<file path="config.mk">
export PLATFORM = sky130hd
export DESIGN_NAME = dmem_access_unit
export DESIGN_NICKNAME = d
export VERILOG_FILES = /design/src/rtl/dmem_access_pkg.sv /design/src/rtl/dmem_lane.sv /design/src/rtl/dmem_access_unit.sv
export SDC_FILE = /design/constraint.sdc
export NUM_CORES = 1
export LEC_CHECK = 0
export BUFFER_PORTS_ARGS = -buffer_cell sky130_fd_sc_hd__buf_2
export CORE_ASPECT_RATIO = 2
export CORE_UTILIZATION = 45
export CTS_CLUSTER_DIAMETER = 150
export DETAILED_ROUTE_END_ITERATION = 12
export HOLD_SLACK_MARGIN = 0.06
export PLACE_DENSITY_LB_ADDON = 0.25
export SLEW_MARGIN = 25
export SYNTH_ARGS = -nofsm -noshare
export SYNTH_HDL_FRONTEND = slang
export SYNTH_HIERARCHICAL = 1
export SYNTH_SLANG_ARGS = --single-unit
</file>
<file path="constraint.sdc">
create_clock -name clk -period 5.6 [get_ports clk]
set_input_delay 1.12 -clock clk [delete_from_list [all_inputs] [get_ports clk]]
set_output_delay 1.12 -clock clk [all_outputs]
set_load 0.005 [all_outputs]
</file>
<file path="src/rtl/dmem_access_pkg.sv">
// Shared types and helpers for the data-memory access unit.
package dmem_access_pkg;

    localparam int unsigned BYTE_W = 8;
    localparam int unsigned HALF_W = 16;
    localparam int unsigned WORD_W = 32;

    typedef enum logic [1:0] {
        SZ_B   = 2'b00,
        SZ_H   = 2'b01,
        SZ_W   = 2'b10,
        SZ_BAD = 2'b11
    } size_t;

    typedef enum logic [2:0] {
        IDLE,
        LOAD,
        MERGE,
        STORE,
        RESP
    } state_t;

    // True when the size code is illegal or the address is not naturally aligned.
    function automatic logic req_is_bad(input size_t size, input logic [1:0] low);
        logic bad;
        case (size)
            SZ_B:    bad = 1'b0;
            SZ_H:    bad = low[0];
            SZ_W:    bad = |low;
            default: bad = 1'b1;
        endcase
        return bad;
    endfunction

endpackage

</file>
<file path="src/rtl/dmem_lane.sv">
// Byte-lane steering: extracts/extends a load lane and merges a sub-word store.
module dmem_lane
    import dmem_access_pkg::*;
(
    input  logic [WORD_W-1:0] word,
    input  logic [HALF_W-1:0] wdata,
    input  logic [1:0]        lane,
    input  size_t             size,
    input  logic              is_unsigned,
    output logic [WORD_W-1:0] load_data,
    output logic [WORD_W-1:0] merged
);

    logic [4:0]        sh;
    logic [WORD_W-1:0] shifted;
    logic [WORD_W-1:0] mask;
    logic [WORD_W-1:0] ins;

    // Load path: shift the addressed lane down to bit 0, then zero/sign extend.
    always_comb begin
        sh      = {lane, 3'b000};
        shifted = word >> sh;
        case (size)
            SZ_B: load_data = is_unsigned
                ? {{(WORD_W-BYTE_W){1'b0}}, shifted[BYTE_W-1:0]}
                : {{(WORD_W-BYTE_W){shifted[BYTE_W-1]}}, shifted[BYTE_W-1:0]};
            SZ_H: load_data = is_unsigned
                ? {{(WORD_W-HALF_W){1'b0}}, shifted[HALF_W-1:0]}
                : {{(WORD_W-HALF_W){shifted[HALF_W-1]}}, shifted[HALF_W-1:0]};
            default: load_data = word;
        endcase
    end

    // Store path: replace only the addressed byte/half of the word read back.
    always_comb begin
        mask = '0;
        ins  = '0;
        case (size)
            SZ_B: begin
                mask = {{(WORD_W-BYTE_W){1'b0}}, {BYTE_W{1'b1}}} << sh;
                ins  = {{(WORD_W-BYTE_W){1'b0}}, wdata[BYTE_W-1:0]} << sh;
            end
            SZ_H: begin
                mask = {{(WORD_W-HALF_W){1'b0}}, {HALF_W{1'b1}}} << sh;
                ins  = {{(WORD_W-HALF_W){1'b0}}, wdata} << sh;
            end
            default: begin
                mask = '0;
                ins  = '0;
            end
        endcase
        merged = (word & ~mask) | (ins & mask);
    end

endmodule

</file>
<file path="src/rtl/dmem_access_unit.sv">
// Request-side master for dmem: byte/half/word loads and stores with
// read-modify-write for sub-word stores, one request in flight.
module dmem_access_unit
    import dmem_access_pkg::*;
#(
    parameter int unsigned n = 32
) (
    input  logic         clk,
    input  logic         reset,
    input  logic         req_valid,
    output logic         req_ready,
    input  logic         req_write,
    input  logic [1:0]   req_size,
    input  logic         req_unsigned,
    input  logic [n-1:0] req_addr,
    input  logic [n-1:0] req_wdata,
    output logic         rsp_valid,
    input  logic         rsp_ready,
    output logic [n-1:0] rsp_rdata,
    output logic         rsp_err,
    output logic         mem_write_enable,
    output logic [n-1:0] mem_addr,
    output logic [n-1:0] mem_writedata,
    input  logic [n-1:0] mem_readdata
);

    state_t            state;
    size_t             r_size;
    logic              r_unsigned;
    logic [1:0]        r_lane;
    logic [HALF_W-1:0] r_wdata;

    logic [n-1:0]      load_data;
    logic [n-1:0]      merged;
    size_t             in_size;

    assign in_size = size_t'(req_size);

    dmem_lane u_lane (
        .word        (mem_readdata),
        .wdata       (r_wdata),
        .lane        (r_lane),
        .size        (r_size),
        .is_unsigned (r_unsigned),
        .load_data   (load_data),
        .merged      (merged)
    );

    // Request FSM; all handshake and dmem-side outputs are registered here.
    always_ff @(posedge clk or posedge reset) begin
        if (reset) begin
            state            <= IDLE;
            req_ready        <= 1'b1;
            rsp_valid        <= 1'b0;
            rsp_err          <= 1'b0;
            rsp_rdata        <= '0;
            mem_write_enable <= 1'b0;
            mem_addr         <= '0;
            mem_writedata    <= '0;
            r_size           <= SZ_B;
            r_unsigned       <= 1'b0;
            r_lane           <= '0;
            r_wdata          <= '0;
        end else begin
            case (state)
                IDLE: begin
                    if (req_valid && req_ready) begin
                        req_ready  <= 1'b0;
                        r_size     <= in_size;
                        r_unsigned <= req_unsigned;
                        r_lane     <= req_addr[1:0];
                        r_wdata    <= req_wdata[HALF_W-1:0];
                        if (req_is_bad(in_size, req_addr[1:0])) begin
                            // Bad request: respond directly, dmem untouched.
                            rsp_err   <= 1'b1;
                            rsp_rdata <= '0;
                            rsp_valid <= 1'b1;
                            state     <= RESP;
                        end else begin
                            mem_addr <= {2'b00, req_addr[n-1:2]};
                            if (!req_write) begin
                                state <= LOAD;
                            end else if (in_size == SZ_W) begin
                                mem_writedata    <= req_wdata;
                                mem_write_enable <= 1'b1;
                                state            <= STORE;
                            end else begin
                                state <= MERGE;
                            end
                        end
                    end
                end
                LOAD: begin
                    rsp_rdata <= load_data;
                    rsp_err   <= 1'b0;
                    rsp_valid <= 1'b1;
                    state     <= RESP;
                end
                MERGE: begin
                    mem_writedata    <= merged;
                    mem_write_enable <= 1'b1;
                    state            <= STORE;
                end
                STORE: begin
                    mem_write_enable <= 1'b0;
                    rsp_rdata        <= '0;
                    rsp_err          <= 1'b0;
                    rsp_valid        <= 1'b1;
                    state            <= RESP;
                end
                RESP: begin
                    if (rsp_ready) begin
                        rsp_valid <= 1'b0;
                        rsp_err   <= 1'b0;
                        rsp_rdata <= '0;
                        req_ready <= 1'b1;
                        state     <= IDLE;
                    end
                end
                default: begin
                    state     <= IDLE;
                    req_ready <= 1'b1;
                end
            endcase
        end
    end

endmodule

</file>
# After elaboration in Yosys (flattened, before gate mapping)

Cells that the tools add are included.

Word-level logic and storage cells: 91
Flip-flop bits (word level): 122
Output and inout bits: 100
Input bits: 104

Reduce and logical (&&, ||, !) cells: 19
Shift operators: 5
Muxes and demuxes: 36
Bitwise operators: 6
Equality and inequality tests: 13

Operators by type and width:

| kind                    | count |
|---|---|
| $mux W32                | 9 |
| $pmux W32 S2            | 4 |
| $pmux W32 S4            | 1 |
| $and A32 B32 Y32        | 2 |
| $not A32 Y32            | 1 |
| $or A32 B32 Y32         | 1 |
| $shl A16 B5 Y32         | 1 |
| $shl A16 B5 Y32 const A | 1 |
| $shl A8 B5 Y32          | 1 |
| $shl A8 B5 Y32 const A  | 1 |
| $shr A32 B5 Y16         | 1 |
| $pmux W1 S3             | 5 |
| $mux W1                 | 12 |
| $ne A2 B2 Y1 const B    | 6 |
| $pmux W3 S4             | 1 |
| $reduce_and A5 Y1       | 2 |
| $mux W3                 | 3 |
| $reduce_and A4 Y1       | 2 |
| $eq A3 B2 Y1 const B    | 2 |
| $reduce_and A3 Y1       | 2 |
| $reduce_bool A3 Y1      | 2 |
| $eq A2 B1 Y1 const B    | 2 |
| $logic_not A2 Y1        | 2 |
| $reduce_and A2 Y1       | 2 |
| 11 further kinds        | 13 |

# Longest topological paths before layout

Word-level depth: 7
Depth in mapped cells: 9
Gate-level depth less buffers: 6

# Modules after synthesis

Netlist, hierarchy kept.

Modules (own cells, without submodules):

| module           | instances | seq. area each (µm²) | area an instance (µm²) | cells each |
|---|---|---|---|---|
| dmem_access_unit | 1         | 3054.2               | 5129.9                 | 331 |
| dmem_lane        | 1         | 0.0                  | 1392.6                 | 233 |

# Worst setup path before layout

OpenSTA, ideal clock, no wires.

Path type: input-to-reg
Start point: input port req_size[0]
End point: register mem_writedata[10]
Arrival time: 2.483 ns
Cell stages on the path: 5
Path slack: 2.992 ns
Cell sequence: o21a_1 o22a_1 a211oi_2 buf_4 mux2_2

Cells in the longest elaborated chain, start to end: 6
Elaborated cells between the ends (all ways): 9

RTL lines:

| element                              | RTL line                                      | text |
|---|---|---|
| from (decl)                          | dmem_access_unit.sv:13                        | `input logic [1:0] req_size,` |
| $eq A2 B2 Y1 (tied with other cells) | dmem_access_pkg.sv:26, dmem_access_unit.sv:83 |  |
| $pmux W1 S3                          | dmem_access_pkg.sv:26                         | `case (size)` |
| $mux W1                              | dmem_access_unit.sv:67                        | `if (req_valid && req_ready) begin` |
| $mux W1                              | dmem_access_unit.sv:65                        | `case (state)` |
| $ne A2 B2 Y1 (no line)               | --                                            |  |
| $reduce_and A5 Y1 (no line) *        | --                                            |  |
| to (signal assigned)                 | dmem_access_unit.sv:84                        | `mem_writedata <= req_wdata;` |
| to (signal assigned)                 | dmem_access_unit.sv:100                       | `mem_writedata <= merged;` |
| to (decl)                            | dmem_access_unit.sv:23                        | `output logic [n-1:0] mem_writedata,` |

Mark *: on every way between the ends. The rest lies on a longest branch, timed or not. The select of a mux whose other input is x is not followed.
A chain may end at the register's enable or synchronous reset.

# Final worst setup path

Start point: register r_lane[0]
End point: register rsp_rdata[31]

Cells in the longest elaborated chain, start to end: 4
Elaborated cells between the ends (all ways): 5

RTL lines:

| element                     | RTL line                         | text |
|---|---|---|
| from (decl)                 | dmem_access_unit.sv:30           | `logic [1:0] r_lane;` |
| from (signal assigned)      | dmem_access_unit.sv:71           | `r_lane <= req_addr[1:0];` |
| $shr A32 B5 Y16 *           | dmem_lane.sv:22                  | `shifted = word >> sh;` |
| $mux W32 (on tied branches) | dmem_lane.sv:28, dmem_lane.sv:25 |  |
| $pmux W32 S2 *              | dmem_lane.sv:23                  | `case (size)` |
| via load_data[31]           | dmem_access_unit.sv:33           | `logic [n-1:0] load_data;` |
| $pmux W32 S4 *              | dmem_access_unit.sv:65           |  |
| to (signal assigned)        | dmem_access_unit.sv:94           | `rsp_rdata <= load_data;` |
| to (decl)                   | dmem_access_unit.sv:19           | `output logic [n-1:0] rsp_rdata,` |

Mark *: on every way through the listed nets, which the timed path passes. The rest lies on a longest branch.

==> flow_summary.yaml <==
worst_setup_path:
  crit_slowest_cell: "o31ai_4"
  criticalPathCategory: "flip-flop to flip-flop"
  crit_family: "compound AO/OA/AOI/OAI gates"
  path_buf_inv: 1
  critPathMaxStageDelay_ns: 0.70
  worstPathArrival_ns: 2.93
  cp.required_ns: 5.89
  setup.worst_path.start_class: "flip-flop"
  crit_fanout: 43
  cp_cell_sequence: "buf_4, nand2b_1, o32ai_1, o31ai_4, nand2_1, a22o_1"
  cp-end-kind: "flip-flop"
route:
  wl_mm: 17.4
  route.detailed.drc: 0
  ant_nets: 0
  wl_per_cell_um: 18.2
  drtPass1Iterations: 5
  via_per_inst: 5.39
  vias: 5156
  first_iter_violations: 257
power:
  swShare_pct: 37.0
  power_frac_seq_pct: 33.1
  leakage_nw: 4.06
  p_int_w: 0.00294
  p_per_area_nw_per_um2: 570
  peakVddDrop_uv: 273
  pwr-share-clk_pct: 22.4
  comb_power_share_pct: 44.5
  switchingPower_w: 0.00173
synthesis:
  async_reset_ff_share_pct: 100
  ys_types: 47
  netlist_area_um2: 6520
  syn_inst: 564
  synth_edf_count: 0
  synth-seq-cells: 122
  syn_area_per_cell_um2: 11.6
  ys_warn_count: 6
  synth_ff_type: "dfrtp_1"
  synth_seq_area_share_pct: 46.8
global_routing:
  grt_max_degree: 84
  antenna_found_initial: 2
  grt_pass1_wl_mm: 27.0
  track_usage_pct: 23.8
  grt.overflow.total: 0
  grt_pass1_vias: 5341
cts:
  cts_root_buf: "clkbuf_16"
  cts_hold_buf: 0
  clkTransAtPathRegs_ns: 0.06
  cts-htree-levels: 4
  cts_buffers: 17
  cts_setup_buffers: 0
  insertion_delay_ns: 0.41
  clock_tree.buffer_depth: 2
  clkSinkCount: 122
  cts_tree: "yes"
  cts_resized: 0
die:
  io_pins: 204
  die_y_um: 172
  coreArea_um2: 14000
  die_w_um: 87.1
  rows: 61
  start_util_pct: 46.4
  dieArea_um2: 15000
timing:
  fin_crit_sh_pct: 47.1
  worst_slew_pin_slew_ns: 0.982
  finClkSkew_ns: 0.0102
  relSlewSlack_pct: 34.2
  rsz0062_at_grt: "false"
  fmax_mhz: 379
  setup_viol: 0
  hold_viol_final: 0
  maxSlewViolCount: 0
  period_needed_ns: 2.64
  finalSetupTns_ns: 0
cells_and_area:
  most-common-layout-cells: "buf_2, dfrtp_1, mux2_2"
  final_common_cell: "buf_2"
  syn_to_final_growth_pct: 25.6
  final.fill_count: 1249
  post_route_cells_drive_above_1_share_pct: 52.4
  fin_util_pct: 58.3
  nets: 856
placement:
  gp_congestion: 0.932
  portBuffers: 201
  dp_hpwl_mm: 13.3
min_path:
  min_path_type: "flip-flop to flip-flop"
job:
  cap_viol_max_count: 0
run_status:
  status: "finished, final reports clean"
[flip-flops by register name (all words and copies together), names as in the netlist, 2 cells and up]
name and flops:
mem_addr 30, mem_writedata 32, r_lane 2, r_size 2
r_wdata 16, rsp_rdata 32, state 3
[Yosys cell counts (2+ instances only)]
library cell | instances | area share [%]
dfrtp_1 | 121 | 46
mux2_2 | 99 | 17
nand2_1 | 41 | 2.4
a21oi_1 | 36 | 2.8
nor2_1 | 35 | 2.0
a22o_1 | 33 | 4.4
mux2_4 | 32 | 7.4
o21ai_0 | 23 | 1.8
a22oi_1 | 14 | 1.6
buf_2 | 14 | 1.1
clkbuf_1 | 13 | 0.75
nor2b_1 | 11 | 1.1
inv_1 | 10 | 0.58
nand2_2 | 10 | 0.96
mux2i_1 | 9 | 1.4
buf_4 | 7 | 0.81
o22ai_1 | 7 | 0.67
buf_6 | 6 | 1.0
nand2b_1 | 5 | 0.48
nor3_2 | 5 | 0.77
nor3_1 | 3 | 0.23
a31oi_1 | 2 | 0.19
a41oi_1 | 2 | 0.27
and3_4 | 2 | 0.35
or3_4 | 2 | 0.35
[final timing paths]
kind,from,to,slack [ns],cells after the start
setup / recovery,r_lane[0]$_DFFE_PP0P_,rsp_rdata[31]$_DFFE_PP0P_,2.96,6
hold / removal,mem_write_enable$_DFFE_PP0P_,mem_write_enable$_DFFE_PP0P_,0.48,1
setup reg to reg,r_lane[0]$_DFFE_PP0P_,rsp_rdata[31]$_DFFE_PP0P_,2.96,6
hold reg to reg,mem_write_enable$_DFFE_PP0P_,mem_write_enable$_DFFE_PP0P_,0.48,1
max in group asynchronous,reset,rsp_rdata[17]$_DFFE_PP0P_,3.77,3
min in group asynchronous,reset,mem_addr[23]$_DFFE_PP0P_,0.82,2
[power groups by stage]
| stage | Clock [W] | Combinational, W | Sequential [W] |
|---|---|---|---|
| 2_1_floorplan | 0 | 0.00145 | 0.00151 |
| 3_3_place_gp | 0 | 0.00202 | 0.00154 |
| 3_5_place_dp | 0 | 0.00208 | 0.00156 |
| 4_1_cts | 0.00107 | 0.00209 | 0.00155 |
| 5_1_grt | 0.00111 | 0.00227 | 0.00159 |
| 6_report | 0.00105 | 0.00208 | 0.00155 |
[stage by stage]
step                      std cells  power (W)  hold slack, ns  instance area, um^2  setup WS [ns]
final                           956    0.00467           0.483                 8190           2.96
after global routing            956    0.00497           0.509                 8190           2.73
after CTS                       954    0.00470           0.488                 8180           2.97
after detailed placement        922    0.00364           0.474                 7610           2.65
after global placement          922    0.00356           0.463                 7600           2.70
after floorplan                 565    0.00296           0.474                 6530           1.24
[area by class of cell]
| type | count | area (um^2) | area share (%) |
|---|---|---|---|
| antenna | 2 | 5.00 | 0.0611 |
| clock inverter | 14 | 141 | 1.73 |
| multi-input combinational | 392 | 3220 | 39.3 |
| tap | 189 | 236 | 2.89 |
| timing repair buffer | 208 | 1060 | 12.9 |
| clock buffer | 18 | 429 | 5.24 |
| sequential | 122 | 3050 | 37.3 |
| inverter | 11 | 46.3 | 0.565 |
[per-layer routing]
| metal | GRT usage (%) | vias to the layer above | share of wire (%) |
|---|---|---|---|
| li1 | - | 2421 | - |
| met2 | 41.7 | 220 | 53 |
| met1 | 25.5 | 2472 | 37 |
| met4 | 16.5 | 0 | 6.0 |
| met5 | 0 | - | 0 |
| met3 | 4.49 | 43 | 4.8 |
[kinds of logic (layout without fill, tap and decap cells)]
| family | after synthesis | after routing | share of synthesized area (%) |
|---|---|---|---|
| mux | 140 | 140 | 25.8 |
| compound gates | 132 | 132 | 13.9 |
| flops | 122 | 122 | 46.8 |
| simple gates | 118 | 118 | 9.05 |
| buf+inv | 51 | 251 | 4.30 |
| other cells | 1 | 4 | 0.0575 |
No activity file was read; power rests on OpenSTA's default activity.
